### src/rtl/multicycle_control_fsm.sv
// Purpose : sequencing controller for the multi-cycle RV32I core (shared memory port, ALU, PC/IR/data regs).
// Latency : lw 5, sw/R/I/jal 4, beq 3 cycles with MemReady=1; each MemReady-low cycle in FETCH/MEMREAD/MEMWRITE adds 1.
// Backpress: FETCH, MEMREAD and MEMWRITE hold (strobes held as decoded) until MemReady; elsewhere MemReady is ignored.
//
// Ports:
//   clk, rst (sync, active-high)   Op/funct3/funct7 from IR, Zero from ALU, MemReady from memory
//   PCWrite/AdrSrc/MemWrite/IRWrite/RegWrite/ResultSrc/ALUSrcA/ALUSrcB  datapath controls (Moore on State)
//   ImmSrc (combinational from Op), ALUControl, State (debug), Illegal (sticky illegal-opcode flag)
// Build option: define ILLEGAL_TRAP_EN to trap unsupported opcodes in TRAP (Illegal=1, exit only via rst);
//   without it unsupported opcodes fall back to FETCH as a nop and Illegal is tied 0.

module multicycle_control_fsm #(
    parameter int STATE_W = 4
) (
    input  logic               clk,
    input  logic               rst,
    input  logic [6:0]         Op,
    input  logic [2:0]         funct3,
    input  logic [6:0]         funct7,
    input  logic               Zero,
    input  logic               MemReady,
    output logic               PCWrite,
    output logic               AdrSrc,
    output logic               MemWrite,
    output logic               IRWrite,
    output logic               RegWrite,
    output logic [1:0]         ResultSrc,
    output logic [1:0]         ALUSrcA,
    output logic [1:0]         ALUSrcB,
    output logic [1:0]         ImmSrc,
    output logic [2:0]         ALUControl,
    output logic [STATE_W-1:0] State,
    output logic               Illegal
);

    localparam logic [STATE_W-1:0] S_FETCH    = STATE_W'(0);
    localparam logic [STATE_W-1:0] S_DECODE   = STATE_W'(1);
    localparam logic [STATE_W-1:0] S_MEMADR   = STATE_W'(2);
    localparam logic [STATE_W-1:0] S_MEMREAD  = STATE_W'(3);
    localparam logic [STATE_W-1:0] S_MEMWB    = STATE_W'(4);
    localparam logic [STATE_W-1:0] S_MEMWRITE = STATE_W'(5);
    localparam logic [STATE_W-1:0] S_EXECR    = STATE_W'(6);
    localparam logic [STATE_W-1:0] S_ALUWB    = STATE_W'(7);
    localparam logic [STATE_W-1:0] S_EXECI    = STATE_W'(8);
    localparam logic [STATE_W-1:0] S_JAL      = STATE_W'(9);
    localparam logic [STATE_W-1:0] S_BEQ      = STATE_W'(10);
    localparam logic [STATE_W-1:0] S_TRAP     = STATE_W'(11);

    localparam logic [6:0] OP_LW   = 7'b0000011;
    localparam logic [6:0] OP_SW   = 7'b0100011;
    localparam logic [6:0] OP_R    = 7'b0110011;
    localparam logic [6:0] OP_I    = 7'b0010011;
    localparam logic [6:0] OP_BEQ  = 7'b1100011;
    localparam logic [6:0] OP_JAL  = 7'b1101111;

    localparam logic [2:0] ALU_ADD = 3'b000;
    localparam logic [2:0] ALU_SUB = 3'b001;
    localparam logic [2:0] ALU_AND = 3'b010;
    localparam logic [2:0] ALU_OR  = 3'b011;
    localparam logic [2:0] ALU_SLT = 3'b101;

    logic [STATE_W-1:0] state_q;
    logic [STATE_W-1:0] state_nxt;

    // Moore decode intermediates (before reset gating)
    logic       pcupdate;
    logic       branch;
    logic       memwrite_m;
    logic       irwrite_m;
    logic       regwrite_m;
    logic [1:0] aluop;

    // Only funct7[5] distinguishes sub from add; the other bits are don't-care here.
    logic unused_funct7;
    assign unused_funct7 = ^{funct7[6], funct7[4:0]};

    // ------------------------------------------------------------------
    // Next-state logic
    // ------------------------------------------------------------------
    always_comb begin
        state_nxt = S_FETCH;
        case (state_q)
            S_FETCH:    state_nxt = MemReady ? S_DECODE : S_FETCH;
            S_DECODE: begin
                case (Op)
                    OP_LW, OP_SW: state_nxt = S_MEMADR;
                    OP_R:         state_nxt = S_EXECR;
                    OP_I:         state_nxt = S_EXECI;
                    OP_JAL:       state_nxt = S_JAL;
                    OP_BEQ:       state_nxt = S_BEQ;
`ifdef ILLEGAL_TRAP_EN
                    default:      state_nxt = S_TRAP;
`else
                    // PC was already advanced in FETCH, so dropping back is a nop.
                    default:      state_nxt = S_FETCH;
`endif
                endcase
            end
            // Only lw/sw reach MEMADR; anything that is not sw is treated as a load.
            S_MEMADR:   state_nxt = (Op == OP_SW) ? S_MEMWRITE : S_MEMREAD;
            S_MEMREAD:  state_nxt = MemReady ? S_MEMWB : S_MEMREAD;
            S_MEMWB:    state_nxt = S_FETCH;
            S_MEMWRITE: state_nxt = MemReady ? S_FETCH : S_MEMWRITE;
            S_EXECR:    state_nxt = S_ALUWB;
            S_EXECI:    state_nxt = S_ALUWB;
            S_ALUWB:    state_nxt = S_FETCH;
            S_JAL:      state_nxt = S_ALUWB;
            S_BEQ:      state_nxt = S_FETCH;
`ifdef ILLEGAL_TRAP_EN
            S_TRAP:     state_nxt = S_TRAP;
`else
            S_TRAP:     state_nxt = S_FETCH;
`endif
            default:    state_nxt = S_FETCH;
        endcase
    end

    always_ff @(posedge clk) begin
        if (rst) begin
            state_q <= S_FETCH;
        end else begin
            state_q <= state_nxt;
        end
    end

    assign State = state_q;

    // ------------------------------------------------------------------
    // Sticky illegal flag
    // ------------------------------------------------------------------
`ifdef ILLEGAL_TRAP_EN
    logic illegal_q;

    // Set on the edge that enters TRAP so the flag is visible together with State=TRAP.
    always_ff @(posedge clk) begin
        if (rst) begin
            illegal_q <= 1'b0;
        end else if (state_nxt == S_TRAP) begin
            illegal_q <= 1'b1;
        end
    end

    assign Illegal = illegal_q & ~rst;
`else
    assign Illegal = 1'b0;
`endif

    // ------------------------------------------------------------------
    // Moore output decode
    // ------------------------------------------------------------------
    always_comb begin
        pcupdate   = 1'b0;
        branch     = 1'b0;
        AdrSrc     = 1'b0;
        memwrite_m = 1'b0;
        irwrite_m  = 1'b0;
        regwrite_m = 1'b0;
        ResultSrc  = 2'b00;
        ALUSrcA    = 2'b00;
        ALUSrcB    = 2'b00;
        aluop      = 2'b00;
        case (state_q)
            S_FETCH: begin
                // PC+4 and IR capture only once memory has returned the instruction.
                irwrite_m = MemReady;
                pcupdate  = MemReady;
                ALUSrcB   = 2'b10;
                ResultSrc = 2'b10;
            end
            S_DECODE: begin
                // Precompute the branch target while the register file is read.
                ALUSrcA = 2'b01;
                ALUSrcB = 2'b01;
            end
            S_MEMADR: begin
                ALUSrcA = 2'b10;
                ALUSrcB = 2'b01;
            end
            S_MEMREAD: begin
                AdrSrc = 1'b1;
            end
            S_MEMWB: begin
                ResultSrc  = 2'b01;
                regwrite_m = 1'b1;
            end
            S_MEMWRITE: begin
                AdrSrc     = 1'b1;
                memwrite_m = 1'b1;
            end
            S_EXECR: begin
                ALUSrcA = 2'b10;
                aluop   = 2'b10;
            end
            S_EXECI: begin
                ALUSrcA = 2'b10;
                ALUSrcB = 2'b01;
                aluop   = 2'b10;
            end
            S_ALUWB: begin
                regwrite_m = 1'b1;
            end
            S_JAL: begin
                // ALUOut = OldPC + 4 is the link value written back in ALUWB.
                ALUSrcA  = 2'b01;
                ALUSrcB  = 2'b10;
                pcupdate = 1'b1;
            end
            S_BEQ: begin
                ALUSrcA = 2'b10;
                aluop   = 2'b01;
                branch  = 1'b1;
            end
            default: begin
            end
        endcase
    end

    // Reset forces the strobes low combinationally so an abandoned instruction
    // cannot write during the reset cycles.
    assign PCWrite  = ~rst & (pcupdate | (branch & Zero));
    assign MemWrite = ~rst & memwrite_m;
    assign IRWrite  = ~rst & irwrite_m;
    assign RegWrite = ~rst & regwrite_m;

    // ------------------------------------------------------------------
    // ALU decoder
    // ------------------------------------------------------------------
    always_comb begin
        ALUControl = ALU_ADD;
        case (aluop)
            2'b00: ALUControl = ALU_ADD;
            2'b01: ALUControl = ALU_SUB;
            2'b10: begin
                case (funct3)
                    // Only R-type (Op[5]=1) with funct7[5]=1 is sub; addi ignores funct7.
                    3'b000:  ALUControl = ({Op[5], funct7[5]} == 2'b11) ? ALU_SUB : ALU_ADD;
                    3'b010:  ALUControl = ALU_SLT;
                    3'b110:  ALUControl = ALU_OR;
                    3'b111:  ALUControl = ALU_AND;
                    default: ALUControl = ALU_ADD;
                endcase
            end
            default: ALUControl = ALU_ADD;
        endcase
    end

    // ------------------------------------------------------------------
    // Immediate format select
    // ------------------------------------------------------------------
    always_comb begin
        ImmSrc = 2'b00;
        case (Op)
            OP_SW:   ImmSrc = 2'b01;
            OP_BEQ:  ImmSrc = 2'b10;
            OP_JAL:  ImmSrc = 2'b11;
            default: ImmSrc = 2'b00;
        endcase
    end

endmodule

### config.mk
export PLATFORM = sky130hd
export DESIGN_NAME = multicycle_control_fsm
export DESIGN_NICKNAME = d
export VERILOG_FILES = /design/src/rtl/multicycle_control_fsm.sv
export SDC_FILE = /design/constraint.sdc
export NUM_CORES = 1
export LEC_CHECK = 0
export CAP_MARGIN = 15
export CORE_UTILIZATION = 33
export CTS_CLUSTER_DIAMETER = 200
export CTS_CLUSTER_SIZE = 24
export DETAILED_ROUTE_END_ITERATION = 6
export GPL_ROUTABILITY_DRIVEN = 0
export GPL_TIMING_DRIVEN = 0
export PLACE_DENSITY_LB_ADDON = 0.08
export SKIP_CTS_REPAIR_TIMING = 1
export SLEW_MARGIN = 0
export SYNTH_ARGS = -nofsm -noshare
export SYNTH_HDL_FRONTEND = slang
export SYNTH_SLANG_ARGS = --single-unit
### constraint.sdc
create_clock -name clk -period 1.65 [get_ports clk]
set_input_delay 0.33 -clock clk [delete_from_list [all_inputs] [get_ports clk]]
set_output_delay 0.33 -clock clk [all_outputs]
set_load 0.1 [all_outputs]
======== Yosys cells after proc, flatten, opt, wreduce, memory -nomap -nowiden ========
Cells that the tools add are included.
word-level totals
  register bits after elaboration ......... 4
  input port bits ......................... 21
  output and inout port bits .............. 21
  word-level logic and storage cells ...... 61
operators by class
  equal/unequal tests ..................... 22
  multiplexer cells ....................... 20
  bitwise operators ....................... 7
  reductions and logical operators ........ 11
operators by type and width
  cell                                            number
  case mux 4 bit (6 select lines)                 1
  case mux 4 bit (5 select lines)                 1
  == test 4 x 3 -> 1 bit (second input constant)  4
  case mux 2 bit (2 select lines)                 4
  == test 7 x 6 -> 1 bit (second input constant)  2
  == test 7 bit (second input constant)           2
  == test 4 bit (second input constant)           3
  case mux 3 bit (4 select lines)                 1
  OR reduction 2 bit                              6
  2-to-1 mux 3 bit                                3
  == test 4 x 2 -> 1 bit (second input constant)  2
  == test 7 x 2 -> 1 bit (second input constant)  1
  == test 7 x 5 -> 1 bit (second input constant)  1
  2-to-1 mux 1 bit                                7
  == test 3 bit (second input constant)           2
  case mux 2 bit (3 select lines)                 1
  case mux 3 bit (2 select lines)                 1
  OR reduction 3 bit                              2
  AND 1 bit                                       5
  == test 2 bit (second input constant)           2
  == test 4 x 1 -> 1 bit (second input constant)  1
  zero test 4 bit                                 1
  OR reduction 4 bit                              1
  == test 3 x 2 -> 1 bit (second input constant)  1
  other kinds (5)                                 5

======== Depth between registers and ports, before layout ========
Gate-level depths: netlist (run 1).
  depth after elaboration ................. 5
  gate-level depth with buffers ........... 9
  depth with buffers taken out ............ 7

======== Worst setup path after synthesis (run 1) ========
OpenSTA, ideal clock, no wires.
  kind .................................... register to output
  from .................................... reg state_q[1] (netlist: State[1])
  to ...................................... out IRWrite
  data arrival time ....................... 5.178 ns
  slack ................................... -3.858 ns
  stages on the path, launching flop included .. 5
  path buffers ............................ 2
  cells stage by stage .................... dfxtp_1 > buf_6 > buf_2 > nor4_1 > and3b_1
on the way
  longest elaborated chain between the ends .. 3
RTL lines
  item                      RTL line  text
  start: declaration        62        logic [STATE_W-1:0] state_q;
  start signal: assignment  122       state_q <= state_nxt;
  zero test 4 bit           162       case (state_q)
  2-to-1 mux 1 bit          162
  AND 1 bit                 222       assign IRWrite = ~rst & irwrite_m;
  end: declaration          25        output logic IRWrite,
Every way passes these cells.

======== Final worst setup path (run 1) ========
  from .................................... reg state_q[1] (netlist: State[1])
  to ...................................... out ALUControl[2]
on the way
  longest elaborated chain between the ends .. 5
  elaborated cells between the ends (all ways) .. 8
  those cells by class .................... eq/ne: 5; mux: 2; reduce/logical: 1
RTL lines
  item                                                            RTL line  text
  == test 4 bit / == test 4 x 3 -> 1 bit (equally long branches)  162
  OR reduction 2 bit (no line)                                    --
  case mux 2 bit (2 select lines) (*)                             162
  == test 2 bit / == test 2 x 1 -> 1 bit (equally long branches)  230       case (aluop)
  case mux 3 bit (2 select lines) (*)                             230
  end: declaration                                                31        output logic [2:0] ALUControl,
Mark *: on every way between the ends. The rest lies on a longest branch, timed or not.

==> reports/results.txt, run 1 <==
Initial antenna violation count: 0
Post-synthesis async set-or-reset flop share: 0%
Core Area: 1982 µm²
WS Path Type: flop to output port
Bufs on Longest Clock Path: 2
Worst vdd ir: 0.4111 mV
Die area: 2304 µm²
Worst Clk Skew: 0.007965 ns
Util after Layout: 86.11%
Least-Margin Pin Slew: 0.9564 ns
Pin count of the biggest net entering global routing: 11
Mapped cell area: 698.2 µm²
Vias in the first global route: 735
Worst Setup Slack, final: -0.6637 ns
CTS tree: yes
Final setup violation count: 14
Count of final max-slew check failures: 0
Final Hold Viols: 0
Maximum clock frequency: 0.4322 GHz
Filler cells: 93
CP most frequent cell: nand2_4
Worst-Skew Late Latency: 0.24 ns
Syn Area/Cell: 7.198 µm²
Vias: 1023
Max reg flops: 4
Root Driver: clkbuf_4
RSZ-0062 raised after global routing: yes
Crit-path max cell delay: 0.33 ns
Htree depth: 1
# rows: 16
Sequential share of power: 17.6%
Rel. slew slack: 36.14%
First-pass GRT wire length: 3284 µm
Crit path time final: 2.314 ns
I/O pins: 42
Worst Setup Start Kind: flop
Power per cell area: 320.8 nW/µm²
Worst path cell trace: buf_8 -> buf_12 -> nor2_4 -> nand2_4 -> a21oi_4 -> ha_4 -> nand2_4 -> nor4_4 -> buf_6
Yosys warnings: 0
P&R area growth vs syn: 144.4%
Switch Pwr: 247.3 µW
Share of layout cells above drive strength 1: 59.06%
Part of the power in combinational logic: 59.4%
Seq/Total Area, Yosys: 11.47%
Top_reg_cell synth: dfxtp_1
Layout Cells excl Fill: 176
CP max stage cell: dfxtp_4
CTS buffer count: 3
Synth Instances: 97
Internal power: 300.1 µW
Total grt overflow: 0
Remaining antenna violation count after routing: 0
Post-synth EDFFs: 0
WL/cell: 17.73 µm
Sw Ratio: 45.18%
Max FO, Critical Path: 7
Die Wd: 48.00 µm
Hold Crit Class: primary input to flop
Run status: finished with violations
Router iterations before antenna repair: 4
Layout net count: 174
Dpl cells: 158
Antenna diodes: 0
Die height: 48.00 µm
Critical Path RT: 1.32 ns
Netlist cell types: 41
Max-Cap Viols: 0
Detail Placement HPWL: 1571 µm
Via/cell ratio: 5.813
Worst EP arrival: 1.98 ns
Worst-path clk slew: 0.03 ns
Yosys top cell by area: dfxtp_1
Leak Pwr: 0.0007286 µW
Total track usage: 20.41%
Drt drc: 0
Hold_ws: 0.5039 ns
Buffers on Ports: 34
Post-synth top area share: 11.47%
Initial Util: 35.23%
Failing checks: setup timing
Post-Syn Nets: 120
CP Capture Type: output port
Synth Register Bits: 4
Largest cells by area after synthesis: dfxtp_1 (11%), nand2b_1 (6.3%), a21oi_1 (5.7%)
DR iter-0 viols: 22
Routed WL: 3121 µm
Clock power share: 23.0%
Final period utilization: 140.2%
Sink Count: 4
[critical path: cells and delay by family, from the launching register on]
family | cells | cell delay (ns)
AOI/OAI and AO/OA | 1 | 0.18
adders and majority gates | 1 | 0.18
buffers and inverters | 3 | 0.51
DFF | 1 | 0.33
and+or+nand+nor | 4 | 0.55
[final timing paths]
| kind | start | endpoint | slack, ns | cells past startpoint |
|---|---|---|---|---|
| setup / recovery | State[1]$_SDFF_PP0_ | ALUControl[2] | -0.66 | 9 |
| hold / removal | Op[4] | State[3]$_SDFF_PP0_ | 0.50 | 3 |
| setup reg to reg | State[1]$_SDFF_PP0_ | State[1]$_SDFF_PP0_ | 0.02 | 6 |
| hold reg to reg | State[2]$_SDFF_PP0_ | State[3]$_SDFF_PP0_ | 0.69 | 4 |
[logic make-up after synthesis]
family | count (synthesis) | share of synthesized area [%]
AOI/OAI and AO/OA | 25 | 25.81
xor gates and xnor gates | 2 | 2.509
adders and majority gates | 2 | 3.584
buffers and inverters | 12 | 9.317
DFF | 4 | 11.47
muxes | 2 | 3.047
other | 1 | 0.5371
and+or+nand+nor | 49 | 43.73
[cell type report]
class                           instances  area [µm²]  share of cell area [%]
Multi-Input combinational cell         81       833.3                   48.83
Timing Repair Buffer                   49       584.3                   34.24
Buffer                                  8       122.6                   7.185
Sequential cell                         4       95.09                   5.572
Tap cell                               27       33.78                   1.979
Clock buffer                            3       22.52                   1.320
Inverter                                4       15.01                  0.8798
[power by group through the flow]
stage	clock, µW	sequential (µW)	combinational [µW]
3_3_place_gp	0	97.5	277
4_1_cts	129	96.3	280
5_1_grt	142	96.3	337
6_report	126	96.3	325
2_1_floorplan	0	113	181
3_5_place_dp	0	97.8	279
[cells in the final DEF, fill, tap and decap left out, types with 3 or more instances in the layout]
cell type        synthesis  routed
nor2_4                   0       3
buf_6                    1       7
dlymetal6s2s_1           0       9
nor2_1                   8       4
nand2b_4                 0       3
clkdlybuf4s50_1          0       6
buf_12                   0      13
buf_8                    0       5
clkbuf_2                 0       3
dfxtp_4                  0       4
inv_1                    4       4
a21oi_1                  8       6
nand2b_1                 7       4
nor3_4                   0       3
clkbuf_4                 0       3
nand2_1                  8       5
buf_4                    2      14
[per-stage QoR]
| stage | total power, µW | worst slack (ns) | setup TNS (ns) | area [µm²] |
|---|---|---|---|---|
| after CTS | 504.9 | -1.631 | -20.34 | 1331 |
| after global routing | 576.0 | -0.7335 | -4.591 | 1707 |
| after floorplan | 293.6 | -1.137 | -10.07 | 934.6 |
| after detailed placement | 376.6 | -1.361 | -16.79 | 1309 |
| final | 547.5 | -0.6637 | -3.690 | 1707 |
| after global placement | 374.2 | -1.350 | -16.52 | 1309 |
[synth_stat cells (3+ instances only)]
| cell | count |
|---|---|
| and3b_1 | 3 |
| nor3_1 | 3 |
| buf_2 | 4 |
| nor2b_1 | 3 |
| nor2_1 | 8 |
| a21oi_1 | 8 |
| nand2b_1 | 7 |
| nand2_1 | 8 |
| inv_1 | 4 |
| a211oi_1 | 3 |
| and3_1 | 4 |
| dfxtp_1 | 4 |
[metal layers]
layer	part of all wire (%)	GRT usage (%)
met1	35	26.34
met2	54	32.97
met3	7.1	5.660
met4	3.6	6.111
met5	0	0
Note: power is estimated with default switching activity, not from simulation.
==> run 2: changes to the inputs <==
- MAX_ROUTING_LAYER: not set -> met4
==> run 2 against run 1 <==
The run still ends with setup timing left. Clock skew hardly changed. Routed wire length down 2.2%. Die area is the same. Utilization unchanged. Sequential power about the same.
==> reports/results.txt, run 2 (same netlist as run 1, synthesis figures left out) <==
Run status: finished with violations
Failing checks: setup timing
Total grt overflow: 0
Commonest non-fill, non-tap cells in the layout: buf_4 (14), buf_12 (13), dlymetal6s2s_1 (9)
Worst vdd ir: 0.4125 mV
Worst EP arrival: 1.99 ns
Initial antenna violation count: 0
Buffers on Ports: 34
Remaining antenna violation count after routing: 0
Initial Util: 35.23%
DP Worst Slack: -1.361 ns
FF-to-FF path depth: 6
Die area: 2304 µm²
Core Area: 1982 µm²
WS Path Type: flop to output port
Least-Margin Pin Slew: 0.9562 ns
Vias in the first global route: 734
Drt drc: 0
Placed inst area: 1309 µm²
Die Wd: 48.00 µm
Final period utilization: 140.3%
Critical Path RT: 1.32 ns
CP max stage cell: dfxtp_4
Antenna diodes: 0
Bufs on Longest Clock Path: 2
Layout net count: 174
Max FO, Critical Path: 7
First-pass GRT wire length: 3284 µm
Top sig layer: met4
Sink Count: 4
# rows: 16
Max-Cap Viols: 0
CP Capture Type: output port
CP most frequent cell: nand2_4
Worst Clk Skew: 0.007569 ns
Hold Crit Class: primary input to flop
Power per cell area: 320.5 nW/µm²
Root Driver: clkbuf_4
Total track usage: 21.06%
Worst Setup Start Kind: flop
Htree depth: 1
Via/cell ratio: 5.841
Met2 WL: 1640 µm
Crit-path max cell delay: 0.33 ns
Hold path cells: 3
Pin count of the biggest net entering global routing: 11
I/O pins: 42
Count of final max-slew check failures: 0
WL met1: 1060 µm
Worst Setup Slack, final: -0.6652 ns
Max reg flops: 4
Crit path time final: 2.315 ns
Met3 wire len: 180 µm
Leak Pwr: 0.0007286 µW
Worst-path clk slew: 0.03 ns
Vias: 1028
WL/cell: 17.35 µm
RSZ-0062 raised after global routing: yes
Worst-Skew Late Latency: 0.24 ns
Maximum clock frequency: 0.4319 GHz
CTS tree: yes
Routed WL: 3053 µm
CTS buffer count: 3
Share of layout cells above drive strength 1: 59.06%
Worst path cell trace: buf_8 -> buf_12 -> nor2_4 -> nand2_4 -> a21oi_4 -> ha_4 -> nand2_4 -> nor4_4 -> buf_6
Router iterations before antenna repair: 4
Final Hold Viols: 0
Final setup violation count: 15
Detail Placement HPWL: 1571 µm
P&R area growth vs syn: 144.4%
Die height: 48.00 µm
DR iter-0 viols: 27
Design Area, Final: 1707 µm²
Commonest non-fill, non-tap cell in the layout: buf_4
Rel. slew slack: 36.15%
## run 2: cell counts in the layout (fill, tap and decap cells not counted)
Identical to the previous run, type by type.
## run 2: layout make-up
cell class,count,area [µm²]
Multi-Input combinational cell,81,833.3
Timing Repair Buffer,49,584.3
Fill cell,93,275.3
Buffer,8,122.6
Sequential cell,4,95.09
Tap cell,27,33.78
Clock buffer,3,22.52
Inverter,4,15.01
## run 2: through the flow
step | util, % | total power [µW] | instances | hold WS [ns] | setup TNS (ns)
floorplan | - | 293.6 | 97 | 0.3930 | -10.07
global placement | 66.04 | 374.2 | 158 | 0.5532 | -16.52
detailed placement | 66.04 | 376.6 | 158 | 0.5637 | -16.79
CTS | 67.17 | 504.9 | 161 | 0.5777 | -20.34
global route | 86.11 | 576.3 | 176 | 0.5317 | -4.594
finish | 86.11 | 547.0 | 176 | 0.5001 | -3.675
## run 2: path summary, 6_finish.rpt
kind                            start             endpoint  slack [ns]
setup / recovery  State[1]$_SDFF_PP0_        ALUControl[2]       -0.67
hold / removal                  Op[4]  State[3]$_SDFF_PP0_        0.50
setup reg to reg  State[1]$_SDFF_PP0_  State[1]$_SDFF_PP0_       -0.01
hold reg to reg   State[2]$_SDFF_PP0_  State[3]$_SDFF_PP0_        0.69
## run 2: critical path, delay by kind of cell, from the launching register on
family | cells | cell delay [ns]
buf+inv | 3 | 0.51
compound gates | 1 | 0.18
flops | 1 | 0.33
simple gates | 4 | 0.55
fa+ha+maj | 1 | 0.18
## run 2: power by group
part / leakage (µW) / switching (µW) / internal, µW
logic: 0.000679 / 201 / 124
registers: 0.0000355 / 1.96 / 94.3
clock network: 0.0000138 / 44.2 / 81.6
## run 2: routing by layer
metal,GRT usage (%),vias up
li1,-,457
met1,26.34,477
met2,32.97,70
met3,5.660,24
met4,6.111,0
met5,-,-
